===== config.mk =====
export PLATFORM = sky130hd
export DESIGN_NAME = duck_sprite_render_flat
export DESIGN_NICKNAME = d
export VERILOG_FILES = /design/src/rtl/duck_pkg.sv /design/src/rtl/duck_sprite_render_if.sv /design/src/rtl/duck_anim_fsm.sv /design/src/rtl/duck_sprite_render.sv /design/src/flat_wrapper.sv
export SDC_FILE = /design/constraint.sdc
export NUM_CORES = 1
export LEC_CHECK = 0
export CORE_ASPECT_RATIO = 0.9
export CORE_MARGIN = 3
export CORE_UTILIZATION = 40
export CTS_BUF_LIST = sky130_fd_sc_hd__clkbuf_2 sky130_fd_sc_hd__clkbuf_4 sky130_fd_sc_hd__clkbuf_8
export CTS_CLUSTER_SIZE = 20
export DETAILED_ROUTE_END_ITERATION = 6
export HOLD_SLACK_MARGIN = 0.05
export PLACE_DENSITY = 0.68
export SETUP_SLACK_MARGIN = 0.5
export SLEW_MARGIN = 40
export SYNTH_ARGS = -nofsm -noshare
export SYNTH_HDL_FRONTEND = slang
export SYNTH_SLANG_ARGS = --single-unit

===== constraint.sdc =====
create_clock -name Clk -period 2.95 [get_ports Clk]
set_clock_uncertainty 0.05 [all_clocks]
set_input_delay 0.7375 -clock Clk [delete_from_list [all_inputs] [get_ports Clk]]
set_output_delay 0.7375 -clock Clk [all_outputs]
set_load 0.01 [all_outputs]

===== src/rtl/duck_pkg.sv =====
// Shared types and defaults for the duck sprite render path.
// Used by duck_anim_fsm and duck_sprite_render.
package duck_pkg;

    typedef enum logic [1:0] {UP, MID_DN, DOWN, MID_UP} anim_state_t;
    typedef enum logic [1:0] {POSE_UP, POSE_MID, POSE_DOWN} pose_sel_t;

    localparam logic [2:0] TRANSPARENT_IDX = 3'd0;
    localparam int DEF_SPRITE_W = 20;
    localparam int DEF_SPRITE_H = 20;

    // Both mid-wing states share the middle frame RAM.
    function automatic pose_sel_t state_to_pose(input anim_state_t s);
        pose_sel_t p;
        case (s)
            UP:      p = POSE_UP;
            DOWN:    p = POSE_DOWN;
            default: p = POSE_MID;
        endcase
        return p;
    endfunction

endpackage


===== src/rtl/duck_sprite_render_if.sv =====
// Pixel/RAM signal bundle between the VGA side, the pose RAMs and the renderer.
// master = environment (VGA timing, game logic, RAMs); slave = renderer.
interface duck_sprite_render_if #(
    parameter int ADDR_W = 19
);
    logic              frame_tick;
    logic              anim_en;
    logic [9:0]        DrawX;
    logic [9:0]        DrawY;
    logic [9:0]        duck_x;
    logic [9:0]        duck_y;
    logic              duck_dir;
    logic [ADDR_W-1:0] read_address;
    logic [4:0]        ram_up;
    logic [4:0]        ram_mid;
    logic [4:0]        ram_down;
    logic [2:0]        pixel_idx;
    logic              pixel_on;

    modport master (
        output frame_tick, anim_en, DrawX, DrawY, duck_x, duck_y, duck_dir,
        output ram_up, ram_mid, ram_down,
        input  read_address, pixel_idx, pixel_on
    );

    modport slave (
        input  frame_tick, anim_en, DrawX, DrawY, duck_x, duck_y, duck_dir,
        input  ram_up, ram_mid, ram_down,
        output read_address, pixel_idx, pixel_on
    );
endinterface


===== src/rtl/duck_anim_fsm.sv =====
// Wing-flap animation: frame_tick divider plus UP/MID_DN/DOWN/MID_UP cycle.
// Advances one pose every FRAME_DIV enabled ticks; anim_en = 0 freezes both.
module duck_anim_fsm
    import duck_pkg::*;
#(
    parameter int FRAME_DIV = 6
) (
    input  logic      i_clk,
    input  logic      i_rst_n,
    input  logic      i_frame_tick,
    input  logic      i_anim_en,
    output pose_sel_t o_pose
);

    localparam int CNT_W = (FRAME_DIV > 1) ? $clog2(FRAME_DIV) : 1;
    localparam logic [CNT_W-1:0] CNT_LAST = CNT_W'(FRAME_DIV - 1);

    anim_state_t      r_state;
    anim_state_t      w_state_nxt;
    logic [CNT_W-1:0] r_cnt;
    logic [CNT_W-1:0] w_cnt_nxt;

    always_ff @(posedge i_clk or negedge i_rst_n) begin
        if (!i_rst_n) begin
            r_state <= UP;
            r_cnt   <= '0;
        end else begin
            r_state <= w_state_nxt;
            r_cnt   <= w_cnt_nxt;
        end
    end

    always_comb begin
        w_state_nxt = r_state;
        w_cnt_nxt   = r_cnt;
        if (i_frame_tick && i_anim_en) begin
            if (r_cnt == CNT_LAST) begin
                w_cnt_nxt = '0;
                case (r_state)
                    UP:      w_state_nxt = MID_DN;
                    MID_DN:  w_state_nxt = DOWN;
                    DOWN:    w_state_nxt = MID_UP;
                    MID_UP:  w_state_nxt = UP;
                    default: w_state_nxt = UP;
                endcase
            end else begin
                w_cnt_nxt = r_cnt + CNT_W'(1);
            end
        end
        o_pose = state_to_pose(r_state);
    end

endmodule


===== src/rtl/duck_sprite_render.sv =====
// Duck sprite pixel pipeline: hit test + RAM address, 1-cycle RAM read, pose mux.
// `define DUCK_MIRROR_EN to draw a left-facing duck (duck_dir = 1) mirrored.
module duck_sprite_render
    import duck_pkg::*;
#(
    parameter int SPRITE_W  = DEF_SPRITE_W,
    parameter int SPRITE_H  = DEF_SPRITE_H,
    parameter int FRAME_DIV = 6,
    parameter int ADDR_W    = 19
) (
    input logic                  Clk,
    input logic                  Reset_n,
    duck_sprite_render_if.slave  bus
);

    pose_sel_t          w_pose;
    logic signed [10:0] w_dx;
    logic signed [10:0] w_dy;
    logic               w_hit;
    logic [9:0]         w_dx_eff;
    logic [ADDR_W-1:0]  w_addr;
    logic [2:0]         w_ram_idx;
    logic               w_opaque;

    logic [ADDR_W-1:0]  r_read_address;
    logic               r_hit_d1;
    logic               r_hit_d2;
    pose_sel_t          r_sel_d1;
    pose_sel_t          r_sel_d2;
    logic [2:0]         r_pixel_idx;
    logic               r_pixel_on;

    duck_anim_fsm #(.FRAME_DIV(FRAME_DIV)) u_anim (
        .i_clk        (Clk),
        .i_rst_n      (Reset_n),
        .i_frame_tick (bus.frame_tick),
        .i_anim_en    (bus.anim_en),
        .o_pose       (w_pose)
    );

    // Stage 0: signed offsets so a duck near the right edge never wraps onto column 0.
    assign w_dx  = $signed({1'b0, bus.DrawX}) - $signed({1'b0, bus.duck_x});
    assign w_dy  = $signed({1'b0, bus.DrawY}) - $signed({1'b0, bus.duck_y});
    assign w_hit = !w_dx[10] && !w_dy[10]
                && (w_dx[9:0] < 10'(SPRITE_W)) && (w_dy[9:0] < 10'(SPRITE_H));

`ifdef DUCK_MIRROR_EN
    assign w_dx_eff = bus.duck_dir ? (10'(SPRITE_W - 1) - w_dx[9:0]) : w_dx[9:0];
    wire w_unused_ok = ^{bus.ram_up[4:3], bus.ram_mid[4:3], bus.ram_down[4:3]};
`else
    assign w_dx_eff = w_dx[9:0];
    wire w_unused_ok = ^{bus.duck_dir, bus.ram_up[4:3], bus.ram_mid[4:3], bus.ram_down[4:3]};
`endif

    assign w_addr = w_hit ? (ADDR_W'(w_dy[9:0]) * ADDR_W'(SPRITE_W) + ADDR_W'(w_dx_eff))
                          : '0;

    // Stage 1 (address to RAM) and stage 2 (RAM data valid): hit/pose ride along.
    always_ff @(posedge Clk or negedge Reset_n) begin
        if (!Reset_n) begin
            r_read_address <= '0;
            r_hit_d1       <= 1'b0;
            r_sel_d1       <= POSE_UP;
            r_hit_d2       <= 1'b0;
            r_sel_d2       <= POSE_UP;
        end else begin
            r_read_address <= w_addr;
            r_hit_d1       <= w_hit;
            r_sel_d1       <= w_pose;
            r_hit_d2       <= r_hit_d1;
            r_sel_d2       <= r_sel_d1;
        end
    end

    always_comb begin
        w_ram_idx = TRANSPARENT_IDX;
        case (r_sel_d2)
            POSE_UP:   w_ram_idx = bus.ram_up[2:0];
            POSE_MID:  w_ram_idx = bus.ram_mid[2:0];
            POSE_DOWN: w_ram_idx = bus.ram_down[2:0];
            default:   w_ram_idx = TRANSPARENT_IDX;
        endcase
    end

    assign w_opaque = r_hit_d2 && (w_ram_idx != TRANSPARENT_IDX);

    // Stage 3: registered output to the colour mapper.
    always_ff @(posedge Clk or negedge Reset_n) begin
        if (!Reset_n) begin
            r_pixel_on  <= 1'b0;
            r_pixel_idx <= TRANSPARENT_IDX;
        end else begin
            r_pixel_on  <= w_opaque;
            r_pixel_idx <= w_opaque ? w_ram_idx : TRANSPARENT_IDX;
        end
    end

    assign bus.read_address = r_read_address;
    assign bus.pixel_on     = r_pixel_on;
    assign bus.pixel_idx    = r_pixel_idx;

endmodule


===== src/flat_wrapper.sv =====
// flat-port wrapper written by rule: the top's interface ports become plain ports
module duck_sprite_render_flat import duck_pkg::*;
#(
    parameter int SPRITE_W  = DEF_SPRITE_W,
    parameter int SPRITE_H  = DEF_SPRITE_H,
    parameter int FRAME_DIV = 6,
    parameter int ADDR_W    = 19
)
  (Clk, Reset_n, bus_frame_tick, bus_anim_en, bus_DrawX, bus_DrawY, bus_duck_x, bus_duck_y, bus_duck_dir, bus_ram_up, bus_ram_mid, bus_ram_down, bus_read_address, bus_pixel_idx, bus_pixel_on);
  duck_sprite_render_if #(.ADDR_W(ADDR_W)) bus_i ();
  input logic Clk;
  input logic Reset_n;
  input wire logic [$bits(bus_i.frame_tick)-1:0] bus_frame_tick;
  input wire logic [$bits(bus_i.anim_en)-1:0] bus_anim_en;
  input wire logic [$bits(bus_i.DrawX)-1:0] bus_DrawX;
  input wire logic [$bits(bus_i.DrawY)-1:0] bus_DrawY;
  input wire logic [$bits(bus_i.duck_x)-1:0] bus_duck_x;
  input wire logic [$bits(bus_i.duck_y)-1:0] bus_duck_y;
  input wire logic [$bits(bus_i.duck_dir)-1:0] bus_duck_dir;
  input wire logic [$bits(bus_i.ram_up)-1:0] bus_ram_up;
  input wire logic [$bits(bus_i.ram_mid)-1:0] bus_ram_mid;
  input wire logic [$bits(bus_i.ram_down)-1:0] bus_ram_down;
  output wire logic [$bits(bus_i.read_address)-1:0] bus_read_address;
  output wire logic [$bits(bus_i.pixel_idx)-1:0] bus_pixel_idx;
  output wire logic [$bits(bus_i.pixel_on)-1:0] bus_pixel_on;
  assign bus_i.frame_tick = bus_frame_tick;
  assign bus_i.anim_en = bus_anim_en;
  assign bus_i.DrawX = bus_DrawX;
  assign bus_i.DrawY = bus_DrawY;
  assign bus_i.duck_x = bus_duck_x;
  assign bus_i.duck_y = bus_duck_y;
  assign bus_i.duck_dir = bus_duck_dir;
  assign bus_i.ram_up = bus_ram_up;
  assign bus_i.ram_mid = bus_ram_mid;
  assign bus_i.ram_down = bus_ram_down;
  assign bus_read_address = bus_i.read_address;
  assign bus_pixel_idx = bus_i.pixel_idx;
  assign bus_pixel_on = bus_i.pixel_on;
  duck_sprite_render #(.SPRITE_W(SPRITE_W), .SPRITE_H(SPRITE_H), .FRAME_DIV(FRAME_DIV), .ADDR_W(ADDR_W)) u_core (.Clk(Clk), .Reset_n(Reset_n), .bus(bus_i));
endmodule

==> out/results.txt, run 1 <==
The logs give 3514 for the number of global-route vias before repair and 60 for the unique cell type count in the Yosys netlist. The run gives 0.27 ns as the later-pin clock latency in the skew report. The switching power summed over all nets came out at 1.609 mW. The post-synthesis instance total is 354. In the synthesized netlist the dominant register cell turns out to be sky130_fd_sc_hd__dfrtp_1. The total inserted antenna cells was 0; the sequential area share after synthesis was 24.11%.

The overall die area is 9159 um2, and the via density per instance is 5.256. From left edge to right edge, the die measures 100.5 um. The busiest metal layer after global routing was met2. The number of failing hold endpoints at the final stage is 0, and the logic gate share of total power is 77.7%.

Headroom to the max-slew limit: 66.73%. The critical path is of the primary input to flip-flop type. Measured on the finished design, the core utilization comes to 75.24%. The run gives 0 as the count of final max-slew check failures. Averaged over all synthesized cells, the footprint is 9.091 um2.

After detailed routing, the average wire length per cell comes to 15.03 um. Counting the fill cells in the layout gives 506. Registers are responsible for 13.7% of the overall power.

The total leakage power is 2.586 nW, and the number of nets in the finished design is 655. The worst setup path is captured at a flip-flop. The worst setup path is launched from a primary input. In this design, the stage delay of the slowest critical-path cell is 0.38 ns. Setup violations remaining at the end of the flow were counted as 16.

The run gives 0 as the max-capacitance violation count. Count of flip-flops with a built-in enable after synthesis: 0. The top fanout value on the critical path is 2. After global routing the overflow that remains totals 0. The clock network is responsible for 8.6% of the overall power. CTS placed an instance of sky130_fd_sc_hd__clkbuf_8 at the clock tree root.

The total of flip-flops plus latches after synthesis is 31, and the maximum number of pins on one net before global-route repair is 32. The initial antenna violation count is 0, and the CTS clock-pin slew for the worst setup and hold paths is 0.06 ns. For this run, design rule violations remaining after detail routing come to 0.

The boundary pin count came out at 83. Path class of the lowest-slack min-delay path: flip-flop to flip-flop. Of the total power, the share spent switching nets is 42.66%.

TritonCTS built the clock tree. In this design, the critical path's most frequently occurring cell is sky130_fd_sc_hd__ha_1. The maximum buffer depth of the clock tree is 2, and the worst-case hold slack is 0.2988 ns. The run gives 4 as the number of optimization iterations in the first detailed-route pass.

Setup repair after global routing could not meet its margin everywhere. Relative area change from synthesis to final layout: 79.90%. The largest individual stage delay along the critical path comes from the cell sky130_fd_sc_hd__or3_4. In this run, the number of DRC markers left after iteration 0 of detailed routing was 89. The run gives -1.380 ns as the worst path setup slack after routing.

Across the VDD grid, the largest voltage drop is 0.3499 mV. The checks that failed: negative setup slack. The total track usage was 19.87%. The first-pass GRT wire length is 15300 um, and the total internal power is 2.163 mW. The synthesized netlist occupies a cell area of 3218 um2. The critical path required time is 3.07 ns. Fraction of met2 tracks used by global routing: 35.04%. The sum of negative setup slack came out at -11.35 ns. The fraction of synthesis flops using an asynchronous set or reset pin works out to 100.0%. At the worst endpoint, the arrival time is 4.45 ns.

The logs give 0.8299 for the placer's final routability congestion estimate and 3.533% for the fraction of met3 tracks used by global routing. The share of layout cells above drive strength 1 is 44.81%. From bottom edge to top edge, the die measures 91.09 um. The clock tree synthesis step divided the H-tree into 2 levels.

The peak clock frequency supported by timing came out at 230.9 MHz. In the global route stage, met1 resource usage came out at 24.43%. For the vias after detailed routing, the log shows 3390. The logs give 0 for the post-cts hold buffer count and 9696 um for the overall routed net length.

For the initial cell density of the core, the log shows 41.82%. The row count is 30, and the number of buffers created by CTS is 5. The final clock period utilization by the worst path was 146.8%; the half-perimeter wire length after detailed placement was 6572 um.

The run gives 31 as the clock sink total. The flow ran to the end, but the final reports show violations. At the pin with the least slew margin, the transition time is 0.4982 ns. Walking the worst path, the cells encountered are buf_8 -> inv_12 -> ha_4 -> inv_2 -> fa_2 -> a211oi_4 -> nor2_1 -> xor2_1 -> ha_1 -> ha_1 -> a21o_1 -> a211oi_2 -> a21oi_2 -> ha_2 -> or3_4 -> o211a_4 -> a31o_4 -> a2111oi_4. The number of warnings issued by yosys is 0, and the reg-to-reg setup timing slack is 1.54 ns. Subtracting the final worst setup slack from the clock period gives 4.330 ns.

The region available for standard cell placement spans 7695 um2. The count of nets left with antenna violations once routing finished came out at 0. During placement, the flow inserted port buffers numbering 72.

For this design the ratio of total power to cell area is 651.6 nW/um2.
==> logic make-up after synthesis <==
logic type / count (synthesis) / synth area share [%]
AND/OR/NAND/NOR: 107 / 20.37
AO/OA/AOI/OAI: 90 / 19.91
adder cells (fa/ha/maj): 47 / 19.21
buffers and inverters: 44 / 6.804
flip-flops: 31 / 24.11
XOR/XNOR: 29 / 7.893
multiplexers: 5 / 1.594
other: 1 / 0.1165
==> layout make-up <==
type,instances,area (um2),share of cell area [%]
multi-input combinational,282,2928,50.57
tap,96,120.1,2.075
inverter,34,140.1,2.421
sequential,31,775.7,13.40
timing repair buffer,194,1737,30.00
clock buffer,6,76.32,1.318
clock inverter,2,12.51,0.2161
==> final timing paths <==
check                                    from                          end  cells past startpoint
min                           u_core.r_hit_d1              u_core.r_hit_d2                      0
min in group asynchronous             Reset_n  u_core.bus.read_address[15]                      2
max in group asynchronous             Reset_n   u_core.bus.read_address[7]                      2
max                              bus_DrawY[0]  u_core.bus.read_address[13]                     18
max reg2reg                u_core.r_sel_d2[1]          u_core.bus.pixel_on                      5
min reg2reg                   u_core.r_hit_d1              u_core.r_hit_d2                      0
==> through the flow <==
step           setup slack (ns)  std cells  power, mW  area (um2)
3_3_place_gp             -2.082        610      2.682        4833
5_1_grt                  -1.498        645      4.030        5789
3_5_place_dp             -2.167        610      2.740        4833
6_report                 -1.380        645      3.772        5789
2_1_floorplan            -1.532        357      1.902        3358
4_1_cts                  -1.255        644      3.514        5699
==> cell usage after synthesis, types with 2 or more instances <==
cell / instances / area [um2]
sky130_fd_sc_hd__o21a_1: 7 / 52.55
sky130_fd_sc_hd__a31oi_1: 3 / 18.77
sky130_fd_sc_hd__dfrtp_1: 31 / 775.7
sky130_fd_sc_hd__a211oi_1: 4 / 30.03
sky130_fd_sc_hd__nor2_1: 22 / 82.58
sky130_fd_sc_hd__nor4_2: 9 / 112.6
sky130_fd_sc_hd__o22ai_1: 2 / 12.51
sky130_fd_sc_hd__fa_1: 4 / 80.08
sky130_fd_sc_hd__nor2b_1: 10 / 62.56
sky130_fd_sc_hd__a2111o_1: 2 / 22.52
sky130_fd_sc_hd__a21oi_2: 2 / 17.52
sky130_fd_sc_hd__o211a_1: 2 / 20.02
sky130_fd_sc_hd__nor3_1: 12 / 60.06
sky130_fd_sc_hd__a211o_1: 3 / 26.28
sky130_fd_sc_hd__mux2i_1: 4 / 40.04
sky130_fd_sc_hd__nand3b_1: 3 / 22.52
sky130_fd_sc_hd__nand3_1: 5 / 25.02
sky130_fd_sc_hd__nor3b_1: 4 / 30.03
sky130_fd_sc_hd__ha_1: 43 / 538.0
sky130_fd_sc_hd__a21oi_1: 20 / 100.1
sky130_fd_sc_hd__and2_1: 4 / 25.02
sky130_fd_sc_hd__or3_1: 5 / 31.28
sky130_fd_sc_hd__buf_2: 3 / 15.01
sky130_fd_sc_hd__o21ai_0: 15 / 75.07
sky130_fd_sc_hd__inv_1: 34 / 127.6
sky130_fd_sc_hd__o2111ai_1: 2 / 17.52
sky130_fd_sc_hd__buf_4: 3 / 22.52
sky130_fd_sc_hd__xnor2_1: 10 / 87.58
sky130_fd_sc_hd__nand2b_1: 8 / 50.05
sky130_fd_sc_hd__o211ai_1: 6 / 45.04
sky130_fd_sc_hd__a21o_1: 8 / 60.06
sky130_fd_sc_hd__a221oi_1: 2 / 17.52
sky130_fd_sc_hd__xor2_1: 19 / 166.4
sky130_fd_sc_hd__buf_6: 3 / 33.78
sky130_fd_sc_hd__nand4_1: 2 / 12.51
sky130_fd_sc_hd__nor4_1: 4 / 25.02
sky130_fd_sc_hd__nand2_1: 11 / 41.29
==> registers in the layout, summed over array words and instances (netlist names) <==
signal / count
u_core.r_hit_d1: 1
u_core.u_anim.r_cnt: 3
u_core.r_sel_d2: 2
u_core.r_sel_d1: 2
u_core.bus.pixel_on: 1
u_core.u_anim.r_state: 2
u_core.bus.pixel_idx: 3
u_core.bus.read_address: 16
u_core.r_hit_d2: 1
==> cells in the final DEF (no fill, tap or decap), drive strengths merged, types with 5 or more instances in the layout <==
cell type      Yosys  routed
buf               10     124
ha                43      43
clkdlybuf4s50      0      42
inv               34      34
dfrtp             31      31
dlygate4sd2        0      24
nor2              22      22
a21oi             22      22
xor2              19      19
o21ai             16      16
nor3              13      13
nor4              13      13
nand2             11      11
xnor2             10      10
nor2b             10      10
nand2b             8       8
a21o               8       8
o21a               7       7
o211ai             6       6
clkbuf             0       6
a211oi             5       5
and2               5       5
nand3              5       5
or3                5       5
==> power by group through the flow <==
stage	registers [mW]	logic (mW)	clock network [mW]
floorplan	0.517	1.38	0
global placement	0.524	2.16	0
detailed placement	0.527	2.21	0
CTS	0.519	2.67	0.328
global route	0.526	3.16	0.348
finish	0.517	2.93	0.323
==> per-layer routing <==
metal	vias to the layer above	share of wire [%]
li1	1667	-
met1	1614	42
met2	89	51
met3	20	4.9
met4	0	1.9
met5	-	0
==> repair_timing <==
item,in CTS,in global routing
gates cloned,3,0
pin swaps,63,13
buffers inserted,23,1
endpoints found under the setup margin,16,16
gates resized for setup,157,14
==> critical path: cells and delay by family <==
| family | cells | cell delay [ns] |
|---|---|---|
| xor gates and xnor gates | 1 | 0.24 |
| and+or+nand+nor | 2 | 0.47 |
| buffers and inverters | 3 | 0.18 |
| AOI/OAI and AO/OA | 7 | 1.51 |
| adders and majority gates | 5 | 1.31 |
Power figures use the tool's default switching activity.
==> run 2: changes to the inputs <==
GPL_TIMING_DRIVEN = 0   (was unset)
==> out/results.txt, run 2 (synthesis results as in run 1) <==
STA classifies the critical path startpoint as a primary input. The worst path needs 4.321 ns of the cycle, external delays included. The floorplan has 30 rows. After detailed routing, the total wire length is 9268 um. The number of clock buffers added by TritonCTS is 5. For the pin with the worst max-slew slack, the measured transition is 0.6571 ns. Worst path setup slack after routing: -1.371 ns.

0 antenna diodes ended up in the layout. Summing over every cut layer, the via total after detailed routing is 3202. At the placement stage, the worst setup path has a slack of -2.526 ns. Max-cap violations in this run came to 0.

The relative area change from synthesis to final layout is 67.61%, and the maximum number of pins on one net before global-route repair is 32. For the number of optimization iterations in the first detailed-route pass, the log shows 4. The placer's final routability congestion estimate is 0.8274.

After detailed routing, the number of remaining DRC violations is 0. For the number of global-route vias before repair, the log shows 3157. Counting buffers and inverters, the worst setup path is 18 cells deep. The later-pin clock latency in the skew report is 0.27 ns, and the share of layout cells above drive strength 1 is 39.30%.

The first global-routing pass estimated 14010 um of wire. The signal on the critical path passes through buf_8 -> inv_12 -> ha_4 -> inv_2 -> fa_2 -> a211oi_4 -> nor2_2 -> xor2_2 -> ha_4 -> fa_2 -> a21oi_4 -> o21bai_1 -> xnor2_1 -> ha_2 -> or3_4 -> o211a_4 -> a31o_4 -> a2111oi_4. Via density per instance: 5.502. The vertical die dimension was 91.09 um.

Together, buffers and inverters on the worst path number 3. The CTS clock-pin slew for the worst setup and hold paths works out to 0.06 ns. Among all stages on the critical path, the largest delay is contributed by sky130_fd_sc_hd__fa_2.

In the global route stage, met1 resource usage came out at 21.90%. Derived from the worst setup path, the maximum achievable clock frequency is 231.4 MHz. The top fanout value on the critical path was 2; the depth of the worst register-to-register path was 5. The floorplan step defined a core boundary enclosing 7695 um2.

After global routing, the most crowded layer is met2. Largest stage delay on the critical path: 0.39 ns. In the layout the commonest cells are 46 x sky130_fd_sc_hd__buf_4, 46 x sky130_fd_sc_hd__clkdlybuf4s50_1, 31 x sky130_fd_sc_hd__dfrtp_1, 22 x sky130_fd_sc_hd__ha_4, 19 x sky130_fd_sc_hd__nor2_1.

The overall die area was 9159 um2; the number of port buffers was 72. The checks that failed: negative setup slack. For this design the ratio of total power to cell area is 687.4 nW/um2. Detailed placement finished with a half-perimeter wire length of 5816 um. Counting along the longest clock path gives a buffer depth of 2. The tools report the post-layout instance count excluding filler cells as 582. Summed over all layers, the global routing overflow is 0. STA puts the critical path data required time at 3.07 ns. The die outline width was 100.5 um. The kind of end point of the critical path is a flip-flop. After layout, the worst path uses 146.5% of the clock period. After clock tree synthesis, the flow added hold-fix buffers numbering 0.

The post-detailed-placement cell area was 4194 um2; the number of failing hold endpoints at the final stage was 0. The clock sink total is 31, and the worst supply voltage drop on vdd is 0.3720 mV. The flow ran to the end, but the final reports show violations.

The tools report the cell count after placement as 525. Setup repair after global routing could not meet its margin everywhere. The analysis attributes to cell leakage a power of 2.334 nW.

The logs give 56.19% for the headroom to the max-slew limit and 0 for the count of nets left with antenna violations after detail routing. Setup violations remaining at the end of the flow were counted as 16. The initial antenna violation count came out at 0. For the number of nets in the finished design, the log shows 592.

The number of flip-flops under the largest register name works out to 16. TritonCTS built the clock tree. Global routing used 18.11% of the available tracks.

The cell count of the worst hold path works out to 0. The first routing iteration left 112 violations. The tools report the number of levels the H-tree was split into as 2. For this design the top-level I/O count stands at 83.

At the worst endpoint, the arrival time is 4.44 ns. Global routing consumed, on the met3 layer, 2.074% of the routing resources. Final hold analysis gives a worst-case slack of 0.2983 ns.

The largest delay contributor family on the critical path is compound AO/OA/AOI/OAI gates. The min-delay analysis places its worst path in the category flip-flop to flip-flop. The total power was 3.708 mW; the initial cell density of the core was 41.82%. The cell area after layout was 5394 um2.

The type of the setup path with the least slack is primary input to flip-flop. The cell sitting at the root of the clock tree is a sky130_fd_sc_hd__clkbuf_8. Count of final max-slew check failures: 0. The fraction of met2 tracks used by global routing came out at 33.89%.

The routed length per placed instance is 15.92 um.
## run 2: metrics by stage
step	setup TNS [ns]	util, %
5_1_grt	-12.15	70.10
4_1_cts	-9.756	66.23
6_report	-10.57	70.10
3_3_place_gp	-25.00	54.57
2_1_floorplan	-9.886	-
3_5_place_dp	-26.38	54.50
## run 2: what timing repair did
item | CTS | global route
resized for setup | 127 | 55
setup buffers | 40 | 8
pin swaps | 48 | 40
cloned | 1 | 0
endpoints found under the setup margin | 16 | 16
## run 2: path summary, 6_finish.rpt
path	start	to	slack [ns]
setup / recovery	bus_DrawY[0]	u_core.bus.read_address[13]	-1.37
hold / removal	u_core.r_sel_d1[0]	u_core.r_sel_d2[0]	0.30
setup reg to reg	u_core.r_sel_d2[1]	u_core.bus.pixel_on	1.52
hold reg to reg	u_core.r_sel_d1[0]	u_core.r_sel_d2[0]	0.30
max in group asynchronous	Reset_n	u_core.bus.pixel_idx[2]	1.99
min in group asynchronous	Reset_n	u_core.bus.read_address[3]	0.44
## run 2: area by class of cell
type | instances | area (um2)
Clock inverter | 2 | 35.03
Multi-Input combinational cell | 282 | 3025
Clock buffer | 6 | 82.58
Fill cell | 544 | 2301
Timing Repair Buffer | 121 | 1114
Inverter | 34 | 142.6
Buffer | 10 | 98.84
Tap cell | 96 | 120.1
Sequential cell | 31 | 775.7
## run 2: layer usage
metal | share of wire [%] | vias up | wire [um]
met2 | 53 | 92 | 4905
met3 | 5.1 | 13 | 469
met1 | 41 | 1559 | 3783
met4 | 1.2 | 0 | 108
met5 | 0 | - | 0
li1 | - | 1538 | -
## run 2: power by group
group          total (mW)  leakage, nW  switching, mW  internal [mW]
registers           0.518        0.413         0.0394          0.479
clock network       0.423       0.0612          0.150          0.273
logic                2.77         1.86           1.42           1.34
==> run 3: changes to the inputs <==
CELL_PAD_IN_SITES_DETAIL_PLACEMENT = 1   (was unset)
CELL_PAD_IN_SITES_GLOBAL_PLACEMENT = 2   (was unset)
CORE_UTILIZATION = 33   (was 40)
PLACE_DENSITY = unset   (was 0.68)
PLACE_DENSITY_LB_ADDON = 0.1   (was unset)
==> out/results.txt, run 3 (synthesis results as in run 1) <==
The max-capacitance violation count is 0. TritonCTS built the clock tree. After layout, the minimum clock period comes to 4.239 ns. For this block, the routed nets add up to 9239 um of wire. Number of global-route vias before repair: 2972.

The worst register-to-register path has a setup slack of 1.53 ns. The endpoint identified for the worst register-to-register timing path is u_core.bus.pixel_on. In this run, post-CTS hold repair placed 0 buffers. The most critical setup path has its endpoint at u_core.bus.read_address[13]. Placer's final routability congestion estimate: 0.7556. The worst setup slack before clock tree synthesis is -2.579 ns, and the total power is 3.326 mW. For the worst-skew pair, the clock arrives at the later sink with an insertion delay of 0.28 ns. The clock sink total is 31, and the number of buffers created by CTS is 5. In this run, the number of DRC markers left after iteration 0 of detailed routing was 39. The total inserted antenna cells was 0. The run gives -1.289 ns as the worst path setup slack after routing. In the routed layout, each cell is associated on average with a via count of 5.097. At the worst endpoint, the required time is 3.07 ns. Headroom to the max-slew limit came out at 56.89%. The root buffer cell is sky130_fd_sc_hd__clkbuf_8. From bottom edge to top edge, the die measures 99.69 um.

The logs give 2.303 nW for the total leakage power and 16 for the number of endpoints failing setup at the final stage. The register with the most flip-flops in the layout has 16 of them. The tools report the area used by multi-input combinational logic as 2942 um2. The final reports fail on negative setup slack. The peak clock frequency supported by timing was 235.9 MHz.

Leaving out fill and tap cells, the most frequent cell in the layout is sky130_fd_sc_hd__clkdlybuf4s50_1. The final route contains 3053 vias. Tracing the worst setup path back leads to its startpoint at bus_DrawY[0]. 83 I/O pins were placed.

Once placement finished, the instance area stood at 4227 um2. Across all hold checks on the routed design, the worst slack comes to 0.3011 ns. The worst register-to-register path begins at u_core.r_sel_d2[1]. In the final routed layout, each cell accounts on average for 15.42 um. Leaving out fill and tap cells, the most frequent cells in the layout are 53 x sky130_fd_sc_hd__clkdlybuf4s50_1, 38 x sky130_fd_sc_hd__buf_4, 31 x sky130_fd_sc_hd__dfrtp_1, 22 x sky130_fd_sc_hd__inv_1, 21 x sky130_fd_sc_hd__nor2_1.

The first-pass GRT wire length was 13880 um. Cells with a size suffix above 1 make up 35.64% of the layout. STA classifies the critical path startpoint as a primary input.

The H-tree was split into 2 levels. Cell area after layout: 5266 um2. The relative area change from synthesis to final layout came out at 63.65%. The worst-margin pin slew works out to 0.6466 ns. The top fanout value on the critical path is 3. Cells fill 56.69% of the core in the end.

The critical path in this run is classified as primary input to flip-flop. The flow ran to the end, but the final reports show violations. From left edge to right edge, the die measures 110.1 um. The sequential cells in the finished layout cover a total of 775.7 um2. The number of failing hold endpoints at the final stage was 0; the filler cell count in the final layout was 1008. For the worst flop-to-flop path, the logic depth is 5. The final critical path takes up 143.7% of the cycle.

The run gives 34.64% as the initial cell density of the core. The tightest min-delay check is of the flip-flop to flip-flop type. The detail route stage leaves a number of antenna-violating nets equal to 0.

The HPWL after detailed placement is 6601 um. In this run the standard cell core region covers 9290 um2. Entering global routing, the biggest net connects 32 pins. After clock tree synthesis, the clock-pin slew on the worst setup and hold paths is 0.06 ns. The logs give 0 for the count of final max-slew check failures and 33 for the row count. Remaining global-route overflow: 0. Number of port buffers: 72. STA puts the critical path data arrival time at 4.36 ns. The run gives 10970 um2 as the overall die area. The power density relative to cell area came out at 631.6 nW/um2. Setup repair after global routing could not meet its margin everywhere. In the routed design, unresolved DRC markers number 0. The worst-case IR drop observed on VDD is 0.3289 mV.

The number of nets in the finished design came out at 583. Global routing used 15.51% of the available tracks. The longest clock path from root to sink contains 2 buffers.

For the number of optimization iterations in the first detailed-route pass, the log shows 4. The initial antenna violation count came out at 0. The worst setup path is captured at a flip-flop.
==> run 3: cell count changes in the layout (fill, tap and decap cells not counted), sizes merged <==
cell | before | now
bufinv | 1 | 0
buf | 63 | 52
clkdlybuf4s50 | 46 | 53
dlymetal6s2s | 4 | 10
clkinvlp | 0 | 2
dlygate4sd2 | 12 | 2
clkdlybuf4s15 | 4 | 2
==> run 3: critical path: stages <==
cell,delay (ns)
sky130_fd_sc_hd__buf_8,0.11
sky130_fd_sc_hd__inv_12,0.04
sky130_fd_sc_hd__ha_4,0.11
sky130_fd_sc_hd__inv_2,0.03
sky130_fd_sc_hd__fa_2,0.36
sky130_fd_sc_hd__a211oi_4,0.28
sky130_fd_sc_hd__nor2_2,0.11
sky130_fd_sc_hd__xor2_4,0.17
sky130_fd_sc_hd__ha_4,0.27
sky130_fd_sc_hd__fa_2,0.38
sky130_fd_sc_hd__a21oi_4,0.15
sky130_fd_sc_hd__o21bai_1,0.10
sky130_fd_sc_hd__xnor2_1,0.13
sky130_fd_sc_hd__ha_2,0.18
sky130_fd_sc_hd__or3_4,0.37
sky130_fd_sc_hd__o211a_4,0.25
sky130_fd_sc_hd__a31o_4,0.22
sky130_fd_sc_hd__a2111oi_4,0.33
==> run 3: cell type report <==
| cell class | instances | share of cell area (%) |
|---|---|---|
| sequential | 31 | 14.73 |
| buffer | 10 | 1.829 |
| multi-input combinational | 282 | 55.86 |
| clock buffer | 5 | 1.307 |
| inverter | 34 | 2.708 |
| timing repair buffer | 112 | 20.29 |
| clock inverter | 3 | 0.3801 |
| tap | 122 | 2.899 |
==> run 3: timing repair <==
item	4_1_cts	5_1_grt
buffers inserted	21	18
cloned	0	1
endpoints found under the setup margin	16	16
resized for setup	70	80
pin swaps	34	41
==> run 3: worst min path at each step <==
stage / slack [ns] / from / end / cells past startpoint
6_report: 0.30 / u_core.r_sel_d1[1] / u_core.r_sel_d2[1] / 0
5_1_grt: 0.31 / u_core.r_sel_d1[1] / u_core.r_sel_d2[1] / 0
4_1_cts: 0.30 / u_core.r_sel_d1[1] / u_core.r_sel_d2[1] / 0
3_5_place_dp: 0.29 / u_core.r_sel_d1[0] / u_core.r_sel_d2[0] / 0
3_3_place_gp: 0.28 / u_core.r_sel_d1[1] / u_core.r_sel_d2[1] / 0
2_1_floorplan: 0.28 / u_core.r_hit_d1 / u_core.r_hit_d2 / 0
==> run 3: power breakdown <==
part	leakage (nW)	internal (mW)	switching, mW	total [mW]
Sequential	0.413	0.479	0.0402	0.519
Combinational	1.85	1.22	1.27	2.49
Clock	0.0402	0.164	0.158	0.322
Total	2.30	1.86	1.47	3.33
==> run 3: metrics by stage <==
stage	setup TNS (ns)	cells
2_1_floorplan	-9.886	357
4_1_cts	-11.68	580
6_report	-10.14	599
3_5_place_dp	-27.01	551
3_3_place_gp	-25.96	551
5_1_grt	-12.07	599
==> run 3: per-layer routing <==
| metal | global-route usage [%] | share of wire [%] | vias to the layer above |
|---|---|---|---|
| met1 | 20.38 | 45 | 1472 |
| met5 | 0 | 0 | - |
| li1 | - | - | 1518 |
| met4 | 3.409 | 0.90 | 0 |
| met3 | 1.947 | 3.9 | 6 |
| met2 | 27.05 | 50 | 57 |
